File: src/rtl/exec_hazard_ctrl.sv
// Execute-stage pipeline controller: load-use stall, ALU operand forwarding,
// multi-cycle MUL/DIV/FP sequencing and redirect squash.
module exec_hazard_ctrl #(
    parameter int MUL_LAT = 4,
    parameter int DIV_LAT = 16,
    parameter int FP_LAT  = 6,
    parameter int CNT_W   = 5
) (
    input  logic       clk,
    input  logic       rst_n,
    input  logic       id_valid,
    input  logic [4:0] id_rs,
    input  logic [4:0] id_rt,
    input  logic       id_uses_rt,
    input  logic [4:0] ex_rs,
    input  logic [4:0] ex_rt,
    input  logic [4:0] ex_rw,
    input  logic       ex_regwr,
    input  logic       ex_load,
    input  logic       ex_start_mc,
    input  logic [1:0] ex_mc_type,
    input  logic [4:0] mem_rw,
    input  logic       mem_regwr,
    input  logic [4:0] wb_rw,
    input  logic       wb_regwr,
    input  logic       redirect,
    output logic       pc_stall,
    output logic       ifid_stall,
    output logic       ifid_flush,
    output logic       idex_bubble,
    output logic       ex_hold,
    output logic       exmem_bubble,
    output logic [1:0] fwd_a,
    output logic [1:0] fwd_b,
    output logic       mc_busy,
    output logic       mc_done
);

    typedef enum logic [1:0] {
        S_IDLE = 2'd0,
        S_RUN  = 2'd1,
        S_DONE = 2'd2
    } state_t;

    // Counter preload is LAT-2: the start cycle and the DONE cycle are not counted.
    localparam logic [CNT_W-1:0] MUL_LOAD = CNT_W'(MUL_LAT - 2);
    localparam logic [CNT_W-1:0] DIV_LOAD = CNT_W'(DIV_LAT - 2);
    localparam logic [CNT_W-1:0] FP_LOAD  = CNT_W'(FP_LAT - 2);

    state_t           state_q, state_d;
    logic [CNT_W-1:0] cnt_q, cnt_d;
    logic             seen_q, seen_d;
    logic [CNT_W-1:0] lat_load;
    logic             load_use;

    function automatic logic [1:0] fwd_sel(
        input logic [4:0] src,
        input logic [4:0] m_rw,
        input logic       m_wr,
        input logic [4:0] w_rw,
        input logic       w_wr
    );
        logic [1:0] sel;
        sel = 2'b00;
        if (m_wr && (m_rw != 5'd0) && (m_rw == src)) begin
            sel = 2'b10;
        end else if (w_wr && (w_rw != 5'd0) && (w_rw == src)) begin
            sel = 2'b01;
        end
        return sel;
    endfunction

    always_comb begin
        case (ex_mc_type)
            2'b01:   lat_load = DIV_LOAD;
            2'b10:   lat_load = FP_LOAD;
            default: lat_load = MUL_LOAD;
        endcase
    end

    assign load_use = ex_load && ex_regwr && (ex_rw != 5'd0) && id_valid &&
                      ((ex_rw == id_rs) || (id_uses_rt && (ex_rw == id_rt)));

    always_comb begin
        state_d      = state_q;
        cnt_d        = cnt_q;
        seen_d       = 1'b1;
        pc_stall     = 1'b0;
        ifid_stall   = 1'b0;
        ifid_flush   = 1'b0;
        idex_bubble  = 1'b0;
        ex_hold      = 1'b0;
        exmem_bubble = 1'b0;
        fwd_a        = 2'b00;
        fwd_b        = 2'b00;
        mc_busy      = 1'b0;
        mc_done      = 1'b0;
        // Everything stays quiet until one clean clock has passed after reset.
        if (seen_q) begin
            fwd_a = fwd_sel(ex_rs, mem_rw, mem_regwr, wb_rw, wb_regwr);
            fwd_b = fwd_sel(ex_rt, mem_rw, mem_regwr, wb_rw, wb_regwr);
            case (state_q)
                S_IDLE: begin
                    if (redirect) begin
                        // EX holds a younger, squashed instruction: never start it.
                        ifid_flush   = 1'b1;
                        idex_bubble  = 1'b1;
                        exmem_bubble = ex_start_mc;
                    end else if (ex_start_mc) begin
                        pc_stall     = 1'b1;
                        ifid_stall   = 1'b1;
                        ex_hold      = 1'b1;
                        exmem_bubble = 1'b1;
                        mc_busy      = 1'b1;
                        cnt_d        = lat_load;
                        state_d      = (lat_load == '0) ? S_DONE : S_RUN;
                    end else if (load_use) begin
                        pc_stall    = 1'b1;
                        ifid_stall  = 1'b1;
                        idex_bubble = 1'b1;
                    end
                end
                S_RUN: begin
                    pc_stall     = 1'b1;
                    ifid_stall   = 1'b1;
                    ex_hold      = 1'b1;
                    exmem_bubble = 1'b1;
                    mc_busy      = 1'b1;
                    cnt_d        = cnt_q - CNT_W'(1);
                    if (cnt_q <= CNT_W'(1)) begin
                        state_d = S_DONE;
                    end
                end
                S_DONE: begin
                    mc_busy = 1'b1;
                    mc_done = 1'b1;
                    state_d = S_IDLE;
                end
                default: state_d = S_IDLE;
            endcase
        end
    end

    always_ff @(posedge clk) begin
        if (!rst_n) begin
            state_q <= S_IDLE;
            cnt_q   <= '0;
            seen_q  <= 1'b0;
        end else begin
            state_q <= state_d;
            cnt_q   <= cnt_d;
            seen_q  <= seen_d;
        end
    end

endmodule

File: config.mk
export PLATFORM = sky130hd
export DESIGN_NAME = exec_hazard_ctrl
export DESIGN_NICKNAME = d
export VERILOG_FILES = /design/src/rtl/exec_hazard_ctrl.sv
export SDC_FILE = /design/constraint.sdc
export NUM_CORES = 1
export LEC_CHECK = 0
export ABC_CLOCK_PERIOD_IN_PS = 1800
export BUFFER_PORTS_ARGS = -buffer_cell sky130_fd_sc_hd__buf_2
export CORE_MARGIN = 5
export CORE_UTILIZATION = 41
export CTS_BUF_LIST = sky130_fd_sc_hd__clkbuf_2
export CTS_CLUSTER_DIAMETER = 50
export DETAILED_ROUTE_END_ITERATION = 8
export HOLD_SLACK_MARGIN = 0.02
export PLACE_DENSITY = 0.88
export SYNTH_ARGS = -nofsm -noshare
export SYNTH_HDL_FRONTEND = slang
export SYNTH_SLANG_ARGS = --single-unit
File: constraint.sdc
create_clock -name clk -period 1.8 [get_ports clk]
set_clock_uncertainty 0.15 [all_clocks]
set_input_delay 0.18 -clock clk [delete_from_list [all_inputs] [get_ports clk]]
set_output_delay 0.18 -clock clk [all_outputs]
set_load 0.005 [all_outputs]
==> impl_results.md, run 1 <==
- Reg-to-reg startpoint: cnt_q[1]$_SDFFE_PN0P_
- Number of maximum-capacitance violations: 0
- Clock buffers created by TritonCTS: 3
- Synth async-reset ratio: 0%
- Number of nets in the synthesized netlist: 185
- Share of Yosys cell area claimed by the top area cell type: 19.52%
- Maximum fanout along the worst path: 2
- Post-route clock period utilization: 107.9%
- Max-slew violations: 0
- Length of routed met2 wiring: 1714 um
- Effective utilization at floorplan: 42.44%
- Clock group share of total power: 13.9%
- Worst-Skew Late Latency: 0.24 ns
- Violated checks: setup timing
- Run status: finished with violations
- Max incr delay on CP: 0.45 ns
- Transition at the pin with the smallest max-transition slack: 0.4996 ns
- GRT Residual Overflow: 0
- Clock Sink Count: 8
- Placer congestion estimate: between 0.8 and 0.9
- Crit path time final: 1.942 ns
- Depth of the CTS H-tree: 1
- Pin count of the biggest net entering global routing: 10
- Yosys warning total: 0
- Number of core rows: 18
- Slack of the worst reg-to-reg path: about 0.05 ns
- Hold Vio Cnt, Final: 0
- Total power draw: 0.0008083 W
- Iter 0 DRT Violations: 40
- Seq/Total Area, Yosys: 15.52%
- Depth of the worst register-to-register path: 6
- CP arrival: 1.61 ns
- RSZ-0062 raised after global routing: yes
- Largest area contributor in the synthesized netlist: xor2_1
- Final instance count without filler cells: about 240
- Worst-case setup margin in the final layout: -0.1421 ns
- Clk root buf: clkbuf_2
- Worst endpoint required time: 1.47 ns
- Number of endpoints failing setup at the final stage: 5
- Switching power share of the total: 39.01%
- Number of ports placed on the die boundary: 59
- # port buffers: 58
- Routed Antenna Nets: 0
- Final wirelength: 3326 um
- Drt via density: 5.288
- Capturing point of the worst reg2reg path: cnt_q[4]$_SDFFE_PN0P_
- Die area: 3621 um2
- Relative slew margins: 66.69%
- Gate power share: 60.2%
- Peak supply drop: 0.4581 mV
- Area after DPL: about 1500 um2
- Top routing layer used: met4
- WHS Path Cells: 5
- Met3 layer wire length in the routed design: between 300 and 400 um
- Vias in the first global route: 1172
- Length of routed wiring on met1: between 1000 and 1500 um
- Top cells by count, synth: 23 x xor2_1, 11 x inv_1, 8 x dfxtp_1, 8 x ha_1
- Flip-flop and latch count after synthesis: 8
- Worst hold endpoint: cnt_q[2]$_SDFFE_PN0P_
- Antenna violations before repair: 0
- CTS tree: yes
- Seq pwr share: roughly a quarter
- HPWL after detailed placement: 2644 um
- CP cell instances: inv_2 -> ha_4 -> inv_2 -> or4_4 -> o31ai_4 -> buf_2
- Crit Path Category: flop to output port
- Type of the most critical hold path: input port to flop
- Post-placement cell count: 227
- Worst-path cell with the longest stage delay: or4_4
- Pre-antenna DRT Iters: 6
- Number of remaining DRC errors: 0
- Worst setup EP type: output port
- Switching power of the nets: 0.0003153 W
- Critical Path Source Type: flop
- CP dominant cell by count: inv_2
- Static leakage power: 0.7601 nW
- Count leader, synth: xor2_1
- Synth unique cells: 37
- Area growth from synthesis to layout: 56.24%
- Total routing usage reported by global routing: ~17%
- Max Fclk: 514.9 MHz
- Ys flop type: dfxtp_1
- Cell Area, Synth: 1032 um2
- Average instance area after synthesis: between 7 and 8 um2
- Vias: between 1000 and 1500
- Die boundary height: 60.18 um
- First-pass GRT wire length: ~4800 um
- Detailed-route wire length per cell: around 14 um
- Power per cell area: about 500 nW/um2
- Main area contributors after synthesis: xor2_1 20%, dfxtp_1 16%, ha_1 9.7%
- Diodes inserted: 0
- Post-Syn Instances: 130
- Post-layout net count: approximately 260
- Critical hold path startpoint: ex_mc_type[1]
- Post-Layout Inst Area: 1613 um2
- Clock slew at the register clock pins of the worst setup and hold paths: 0.08 ns
- Clock Path Buffers: 2
- Filler instances: around 210
- Number of flops mapped to enable cells by yosys: 0
- Floorplan die width: 60.18 um
- Fraction of layout cells with a size suffix above 1: slightly above 50%
- Design internal power: between 0.0004 and 0.0005 W
- Core outline area: 2432 um2
-- layout make-up --
| cell class | count | area [um2] | share of cell area [%] |
|---|---|---|---|
| Multi-Input combinational cell | 109 | 930.9 | 57.72 |
| Timing Repair Buffer | 75 | 424.2 | 26.30 |
| Sequential cell | 8 | 163.9 | 10.16 |
| Inverter | 11 | 41.29 | 2.560 |
| Tap cell | 30 | 37.54 | 2.327 |
| Clock buffer | 3 | 15.01 | 0.9310 |
-- timing repair --
action,4_1_cts,5_1_grt
pin swaps,3,4
hold buffers,1,0
endpoints found under the hold margin,1,0
setup buffers,3,2
gates resized for setup,8,16
setup endpoints to repair,7,10
-- flip-flops by register name, indices dropped and copies added (netlist names) --
register	cells
seen_q	1
cnt_q	5
state_q	2
-- cell families (layout without fill, tap and decap cells) --
group / Yosys count / in the layout / share of synthesized area (%)
flip-flops: 8 / 8 / 15.51
AND/OR/NAND/NOR: 42 / 42 / 24.48
adder cells (fa/ha/maj): 8 / 8 / 9.697
multiplexers: 3 / 3 / 3.030
AO/OA/AOI/OAI: 26 / 26 / 16.73
XOR/XNOR: 30 / 30 / 25.45
buffers and inverters: 13 / 89 / 5.091
-- metrics by stage --
| stage | utilization [%] | TNS, ns | hold slack [ns] | setup slack [ns] |
|---|---|---|---|---|
| 4_1_cts | 62.76 | -0.3785 | 0.2368 | -0.1368 |
| 3_5_place_dp | 60.08 | 0 | 0.1692 | 0.01573 |
| 3_3_place_gp | 60.08 | 0 | 0.1667 | 0.04056 |
| 2_1_floorplan | - | 0 | 0.05772 | 0.006645 |
| 6_report | 66.31 | -0.4332 | 0.2275 | -0.1421 |
| 5_1_grt | 66.31 | -0.8227 | 0.2693 | -0.1862 |
-- critical path: cells and delay by family (launching register included) --
kind	cells	cell delay, ns
buffers and inverters	3	0.26
adders and majority gates	1	0.14
and+or+nand+nor	1	0.45
DFF	1	0.33
AOI/OAI and AO/OA	1	0.19
-- cell usage in the layout, fill, tap and decap left out, types with 3 or more instances in the layout --
cell type / netlist / routed
a21oi_1: 7 / 7
buf_2: 0 / 58
buf_4: 1 / 15
clkbuf_2: 0 / 3
dfxtp_1: 8 / 5
dfxtp_2: 0 / 3
ha_1: 8 / 5
inv_1: 11 / 8
inv_2: 0 / 3
nand2_1: 4 / 3
nand2b_1: 3 / 3
nand3_1: 4 / 4
nor2_1: 7 / 5
nor4_1: 4 / 3
nor4_2: 2 / 3
o21ai_0: 6 / 4
or4_1: 6 / 3
or4_4: 0 / 3
xnor2_1: 7 / 7
xor2_1: 23 / 23
-- worst max-delay path by stage --
stage	startpoint	end
final	state_q[1]$_SDFFE_PN0P_	ifid_stall
after detailed placement	mem_rw[1]	fwd_b[0]
after CTS	state_q[1]$_SDFFE_PN0P_	idex_bubble
after floorplan	state_q[1]$_SDFFE_PN0P_	pc_stall
after global routing	state_q[1]$_SDFFE_PN0P_	ifid_stall
after global placement	mem_rw[1]	fwd_a[0]
-- metal layers --
| metal | GRT usage (%) | up-vias |
|---|---|---|
| met1 | 19.18 | 581 |
| met3 | 2.160 | 4 |
| li1 | - | 609 |
| met2 | 33.49 | 54 |
| met4 | 4.747 | 0 |
| met5 | 0 | - |
-- power by group through the flow --
| stage | Sequential, W | Clock (W) | Combinational (W) |
|---|---|---|---|
| 6_report | 0.000209 | 0.000112 | 0.000487 |
| 5_1_grt | 0.000210 | 0.000120 | 0.000534 |
| 4_1_cts | 0.000208 | 0.000112 | 0.000424 |
| 3_5_place_dp | 0.000211 | 0 | 0.000394 |
| 3_3_place_gp | 0.000210 | 0 | 0.000384 |
| 2_1_floorplan | 0.000213 | 0 | 0.000223 |
(Power assumes the default switching activity.)
==> run 2: changes to the inputs <==
--- a/config.mk
+++ b/config.mk
@@ -14,6 +14,7 @@
 export DETAILED_ROUTE_END_ITERATION = 8
 export HOLD_SLACK_MARGIN = 0.02
 export PLACE_DENSITY = 0.88
+export REMOVE_ABC_BUFFERS = 1
 export SYNTH_ARGS = -nofsm -noshare
 export SYNTH_HDL_FRONTEND = slang
 export SYNTH_SLANG_ARGS = --single-unit
==> impl_results.md, run 2 (synthesis gave the netlist of run 1 again) <==
- Routed Antenna Nets: 0
- RSZ-0062 raised after global routing: yes
- Antenna violations before repair: 0
- Switching power of the nets: 0.0003851 W
- Clock group share of total power: 12.3%
- Seq pwr share: 22.4%
- Pin count of the biggest net entering global routing: 8
- Number of remaining DRC errors: 0
- Critical Path Source Type: flop
- Maximum fanout along the worst path: 2
- CTS tree: yes
- Effective utilization at floorplan: 42.44%
- Die boundary height: ~60 um
- Capturing instance or port of the critical path: ifid_stall
- Area growth from synthesis to layout: 70.18%
- Die area: 3621 um2
- # port buffers: 58
- HPWL after detailed placement: approximately 2800 um
- Number of maximum-capacitance violations: 0
- Clock slew at the register clock pins of the worst setup and hold paths: 0.10 ns
- Pre-antenna DRT Iters: 4
- CP delay by family, top: simple AND/OR/NAND/NOR gates
- Final wirelength: 4265 um
- Length of routed wiring on met1: 1462 um
- Reg-to-reg startpoint: state_q[1]$_SDFFE_PN0P_
- Number of ports placed on the die boundary: 59
- Capturing point of the worst reg2reg path: cnt_q[2]$_SDFFE_PN0P_
- Worst-case setup margin in the final layout: -0.2096 ns
- Max incr delay on CP: 0.44 ns
- Core outline area: 2432 um2
- Detailed-route wire length per cell: 17.48 um
- Relative slew margins: 72.22%
- Floorplan die width: 60.18 um
- Diodes inserted: 0
- Clk root buf: clkbuf_2
- First element of the critical path: state_q[0]$_SDFFE_PN0P_
- CP dominant cell by count: inv_2
- Crit Path Category: flop to output port
- Worst-Skew Late Latency: approximately 0.25 ns
- Depth of the worst register-to-register path: 8
- Most flops, register: cnt_q
- First-pass GRT wire length: a little over 6000 um
- Total routing usage reported by global routing: 22.99%
- Switching power share of the total: 40.96%
- Number of endpoints failing setup at the final stage: 11
- Post-placement cell count: 233
- Largest registers: cnt_q x5, state_q x2, seen_q x1
- Max-slew violations: 0
- CP arrival: 1.68 ns
- Gate power share: 65.3%
- Vias in the first global route: 1393
- Run status: finished with violations
- Slack of the worst reg-to-reg path: -0.03 ns
- Violated checks: setup timing
- Post-layout net count: roughly 270
- Placer congestion estimate: roughly 0.93
- Transition at the pin with the smallest max-transition slack: ~0.42 ns
- Clock Path Buffers: 2
- Met3 layer wire length in the routed design: 315 um
- GRT Residual Overflow: 0
- Sum of buffers and inverters on the critical path: 3
- Share of the core filled with cells: about 72%
- Fraction of layout cells with a size suffix above 1: 56.54%
- Worst setup EP type: output port
- Static leakage power: 0.8281 nW
- Post-route clock period utilization: 111.6%
- Clock buffers created by TritonCTS: 3
- Length of routed met2 wiring: 2274 um
- Worst endpoint required time: 1.47 ns
- Peak supply drop: 0.4515 mV
- Flip-flop count of the largest register, all copies and words added: 5
- Worst-path cell with the longest stage delay: or4_4
- Drt via density: 5.422
- Power per cell area: 535.3 nW/um2
- Final instance count without filler cells: 244
- Iter 0 DRT Violations: 43
- Design internal power: 0.0005551 W
- Number of logic stages on the critical path including buffering: 6
- CP cell instances: inv_2 -> ha_4 -> inv_2 -> or4_4 -> o31ai_4 -> buf_2
- Vias: 1323
- Top routing layer used: met4
- Most common cell after layout, fill and taps aside: buf_2
- Number of core rows: 18
- Depth of the CTS H-tree: 1
- Hold Vio Cnt, Final: 0
- Clock Sink Count: 8
- Max Fclk: ~500 MHz
- Crit path time final: 2.010 ns
- Type of the most critical hold path: input port to flop
- Commonest cells after routing, fill and taps aside: 58 x buf_2, 23 x xor2_1, 21 x buf_4, 8 x inv_1, 7 x xnor2_1
==> run 2: cell types whose count changed in the layout (fill, tap and decap cells not counted), moves of 2 or more <==
cell	before	now
buf_4	15	21
a21oi_1	7	5
a21oi_2	0	2
nand2b_1	3	1
nand2b_4	0	2
o21ai_0	4	2
==> run 2: area by class of cell <==
class                      instances  area [um2]
inverter                          11       41.29
tap                               30       37.54
multi-input combinational        109        1001
sequential                         8       166.4
clock buffer                       3       15.01
timing repair buffer              83       495.5
fill                             179       675.6
==> run 2: worst register-to-register path, stage by stage (launching register included) <==
cell and delay, ns:
dfxtp_2 0.35, inv_2 0.06, ha_4 0.16, buf_4 0.13, buf_6 0.12, buf_8 0.13, a211o_4 0.37, o21ai_1 0.17
a21oi_2 0.07
==> run 2: power by group through the flow <==
stage | logic (W) | registers (W) | clock network (W)
after floorplan | 0.000202 | 0.000212 | 0
after global placement | 0.000394 | 0.000209 | 0
after detailed placement | 0.000406 | 0.000210 | 0
after CTS | 0.000507 | 0.000209 | 0.000114
after global routing | 0.000652 | 0.000212 | 0.000127
final | 0.000614 | 0.000210 | 0.000116
==> run 2: per-layer routing <==
layer / vias to the layer above / track usage (%)
li1: 629 / -
met4: 0 / 14.56
met3: 21 / 4.104
met5: - / 0
met1: 614 / 23.06
met2: 59 / 42.75
==> run 2: repair_timing <==
item,in CTS,in global routing
hold buffers,1,0
resized for setup,32,18
pin swaps,10,15
endpoints found under the hold margin,1,0
setup endpoints to repair,8,14
buffers inserted,4,6
==> run 2: how the worst min path moves through the flow <==
stage	from	to	slack [ns]	depth (start not counted)
6_report	ex_mc_type[1]	cnt_q[1]$_SDFFE_PN0P_	0.26	5
3_5_place_dp	rst_n	seen_q$_DFF_P_	0.17	1
2_1_floorplan	rst_n	seen_q$_DFF_P_	0.06	0
3_3_place_gp	rst_n	seen_q$_DFF_P_	0.17	1
5_1_grt	ex_mc_type[1]	cnt_q[2]$_SDFFE_PN0P_	0.31	5
4_1_cts	ex_mc_type[1]	cnt_q[2]$_SDFFE_PN0P_	0.24	5
==> run 2: per-stage QoR <==
stage	total power (W)	setup TNS [ns]	hold WS [ns]	setup slack, ns	area (um2)
floorplan	0.0004140	-0.3371	0.05772	-0.1484	1021
global placement	0.0006029	-0.07986	0.1718	-0.04027	1476
detailed placement	0.0006166	-0.2069	0.1720	-0.07879	1476
CTS	0.0008300	-1.016	0.2352	-0.1973	1657
global route	0.0009901	-1.418	0.3131	-0.2470	1757
finish	0.0009403	-0.8603	0.2624	-0.2096	1757
==> run 3: changes to the inputs <==
--- a/config.mk
+++ b/config.mk
@@ -5,15 +5,16 @@
 export SDC_FILE = /design/constraint.sdc
 export NUM_CORES = 1
 export LEC_CHECK = 0
+export ABC_AREA = 1
 export ABC_CLOCK_PERIOD_IN_PS = 1800
 export BUFFER_PORTS_ARGS = -buffer_cell sky130_fd_sc_hd__buf_2
 export CORE_MARGIN = 5
-export CORE_UTILIZATION = 41
+export CORE_UTILIZATION = 43
 export CTS_BUF_LIST = sky130_fd_sc_hd__clkbuf_2
 export CTS_CLUSTER_DIAMETER = 50
 export DETAILED_ROUTE_END_ITERATION = 8
 export HOLD_SLACK_MARGIN = 0.02
-export PLACE_DENSITY = 0.88
+export PLACE_DENSITY_LB_ADDON = 0.12
 export REMOVE_ABC_BUFFERS = 1
 export SYNTH_ARGS = -nofsm -noshare
 export SYNTH_HDL_FRONTEND = slang
==> impl_results.md, run 3 <==
- Power per cell area: 454.2 nW/um2
- CTS tree: yes
- Pre-antenna DRT Iters: 4
- Antenna violations before repair: 0
- Peak supply drop: 0.3982 mV
- Length of routed wiring on met1: around 1200 um
- Clk root buf: clkbuf_2
- Depth of the worst register-to-register path: 9
- Yosys warning total: 0
- First-pass GRT wire length: 4533 um
- Number of endpoints failing setup at the final stage: 2
- Maximum fanout along the worst path: 2
- RSZ-0062 raised after global routing: yes
- Total routing usage reported by global routing: 14.99%
- CP dominant cell by count: inv_2
- Worst-path cell with the longest stage delay: dfxtp_2
- Drt via density: 4.553
- Number of flops mapped to enable cells by yosys: 0
- Max incr delay on CP: 0.33 ns
- Type of the most critical hold path: input port to flop
- Worst endpoint required time: 1.47 ns
- # port buffers: between 50 and 60
- Crit path time final: 1.829 ns
- Sum of buffers and inverters on the critical path: 5
- Synth unique cells: 22
- Top cells by count, synth: 57 x nand2_1, 32 x inv_1, 31 x nor2_1, 17 x xnor2_1, 14 x nand3_1
- Diodes inserted: 0
- Vias in the first global route: 1219
- Share of the core filled with cells: around 62%
- Seq/Total Area, Yosys: between 10% and 20%
- Largest registers: cnt_q x5, state_q x2, seen_q x1
- Die area: 3840 um2
- Hold Vio Cnt, Final: 0
- Top routing layer used: met4
- Average instance area after synthesis: 5.720 um2
- Slack of the worst reg-to-reg path: 0.17 ns
- Worst-Skew Late Latency: 0.23 ns
- Number of core rows: 18
- Depth of the CTS H-tree: 1
- Most common cell after layout, fill and taps aside: buf_2
- Max-slew violations: 0
- Flip-flop count of the largest register, all copies and words added: 5
- Met3 layer wire length in the routed design: 210 um
- Main area contributors after synthesis: nand2_1 18%, dfxtp_1 14%, xnor2_1 13%
- Placer congestion estimate: 0.8099
- Number of maximum-capacitance violations: 0
- Relative slew margins: 82.22%
- Post-route clock period utilization: 101.6%
- Vias: between 1000 and 1500
- Clock Path Buffers: 2
- Most flops, register: cnt_q
- Post-layout net count: 327
- Worst setup EP type: output port
- Fraction of layout cells with a size suffix above 1: 30.74%
- Violated checks: setup timing
- Number of ports placed on the die boundary: 59
- GRT Residual Overflow: 0
- Ys flop type: dfxtp_1
- Effective utilization at floorplan: a little under half
- Die boundary height: 61.97 um
- Setup TNS Final: -0.05721 ns
- Commonest cells after routing, fill and taps aside: 58 x buf_2, 56 x nand2_1, 31 x nor2_1, 30 x inv_1, 17 x xnor2_1
- Run status: finished with violations
- Final wirelength: 2931 um
- CP cell instances: inv_2 -> ha_4 -> inv_2 -> or2_4 -> nor2_4 -> inv_2 -> a21oi_4 -> inv_2 -> nand2_2 -> buf_2
- Pin count of the biggest net entering global routing: 10
- Iter 0 DRT Violations: 63
- Clock slew at the register clock pins of the worst setup and hold paths: 0.07 ns
- Post-Syn Instances: 203
- Crit Path Category: flop to output port
- Transition at the pin with the smallest max-transition slack: between 0.2 and 0.3 ns
- Max Fclk: between 500 and 600 MHz
- Clock Sink Count: 8
- Worst-case setup margin in the final layout: -0.02862 ns
- HPWL after detailed placement: 2527 um
- Cell Area, Synth: approximately 1200 um2
- Critical Path Source Type: flop
- Post-Place Setup Slack: 0.05947 ns
- Length of routed met2 wiring: 1463 um
- CP delay by family, top: simple AND/OR/NAND/NOR gates
- Count leader, synth: nand2_1
- Largest area contributor in the synthesized netlist: nand2_1
- Flip-flop and latch count after synthesis: 8
- Detailed-route wire length per cell: 9.770 um
- CP arrival: ~1.5 ns
- Static leakage power: 0.9109 nW
- WHS Path Cells: 5
- Routed Antenna Nets: 0
- Number of remaining DRC errors: 0
- Area growth from synthesis to layout: 35.13%
- Filler instances: 254
- Synth async-reset ratio: 0%
- Number of logic stages on the critical path including buffering: 10
- Clock buffers created by TritonCTS: 3
- Core outline area: 2522 um2
- Share of Yosys cell area claimed by the top area cell type: about 18%
- Floorplan die width: 61.97 um
run 3: cell count changes in the layout (fill, tap and decap cells not counted), moves of 3 or more:
cell / previous run / this run
buf_4: 21 / 6
inv_1: 8 / 30
nand2_1: 3 / 56
nand3_1: 3 / 14
nor2_1: 5 / 31
nor4_2: 3 / 0
o21ai_0: 2 / 8
o21ai_1: 3 / 0
or4_4: 4 / 0
xnor2_1: 7 / 17
xor2_1: 23 / 2
run 3: what timing repair did:
item / 4_1_cts / 5_1_grt
resized for setup: 7 / 0
gates cloned: 0 / 0
endpoints found under the setup margin: 5 / 5
setup buffers: 3 / 1
hold buffers: 1 / 0
endpoints found under the hold margin: 1 / 0
run 3: path summary, 6_finish.rpt:
check | start | end
worst max-delay path | state_q[0]$_SDFFE_PN0P_ | ifid_stall
worst min-delay path | ex_mc_type[1] | cnt_q[1]$_SDFFE_PN0P_
worst max register to register | state_q[0]$_SDFFE_PN0P_ | cnt_q[3]$_SDFFE_PN0P_
worst min register to register | cnt_q[4]$_SDFFE_PN0P_ | cnt_q[4]$_SDFFE_PN0P_
run 3: kinds of logic (layout without fill, tap and decap cells):
kind of cell / after synthesis / after routing / share of synthesized area (%)
AO/OA/AOI/OAI: 19 / 19 / 9.807
AND/OR/NAND/NOR: 113 / 113 / 41.49
flip-flops: 8 / 8 / 13.79
adder cells (fa/ha/maj): 8 / 8 / 8.621
buffers and inverters: 36 / 103 / 11.96
XOR/XNOR: 19 / 19 / 14.33
run 3: metrics by stage:
step,power [W],instances,cell area [um2],hold WS [ns]
2_1_floorplan,0.0004449,202,1154,0.05772
3_3_place_gp,0.0005849,292,1496,0.2408
3_5_place_dp,0.0005853,292,1496,0.2438
4_1_cts,0.0007133,299,1562,0.2655
5_1_grt,0.0007864,300,1569,0.2795
6_report,0.0007126,300,1569,0.2684
run 3: report_power, final:
group,internal (W),switching (W)
clock,0.0000454,0.0000562
sequential,0.000196,0.0000160
combinational,0.000188,0.000211
run 3: worst min-delay path, stage by stage:
cell,delay (ns)
buf_2,0.09
ha_1,0.13
nor2_1,0.04
nor2_1,0.10
a21oi_1,0.07
run 3: area by class of cell:
type	count	area [um2]	area share (%)
inverter	35	131.4	8.373
multi-input combinational	159	877.1	55.90
clock buffer	3	15.01	0.9569
timing repair buffer	65	345.3	22.01
tap	30	37.54	2.392
sequential	8	162.7	10.37
run 3: layer usage:
metal | vias to the layer above | track usage, %
li1 | 753 | -
met1 | 577 | 17.20
met2 | 32 | 28.55
met3 | 4 | 1.653
met4 | 0 | 4.545
met5 | - | 0
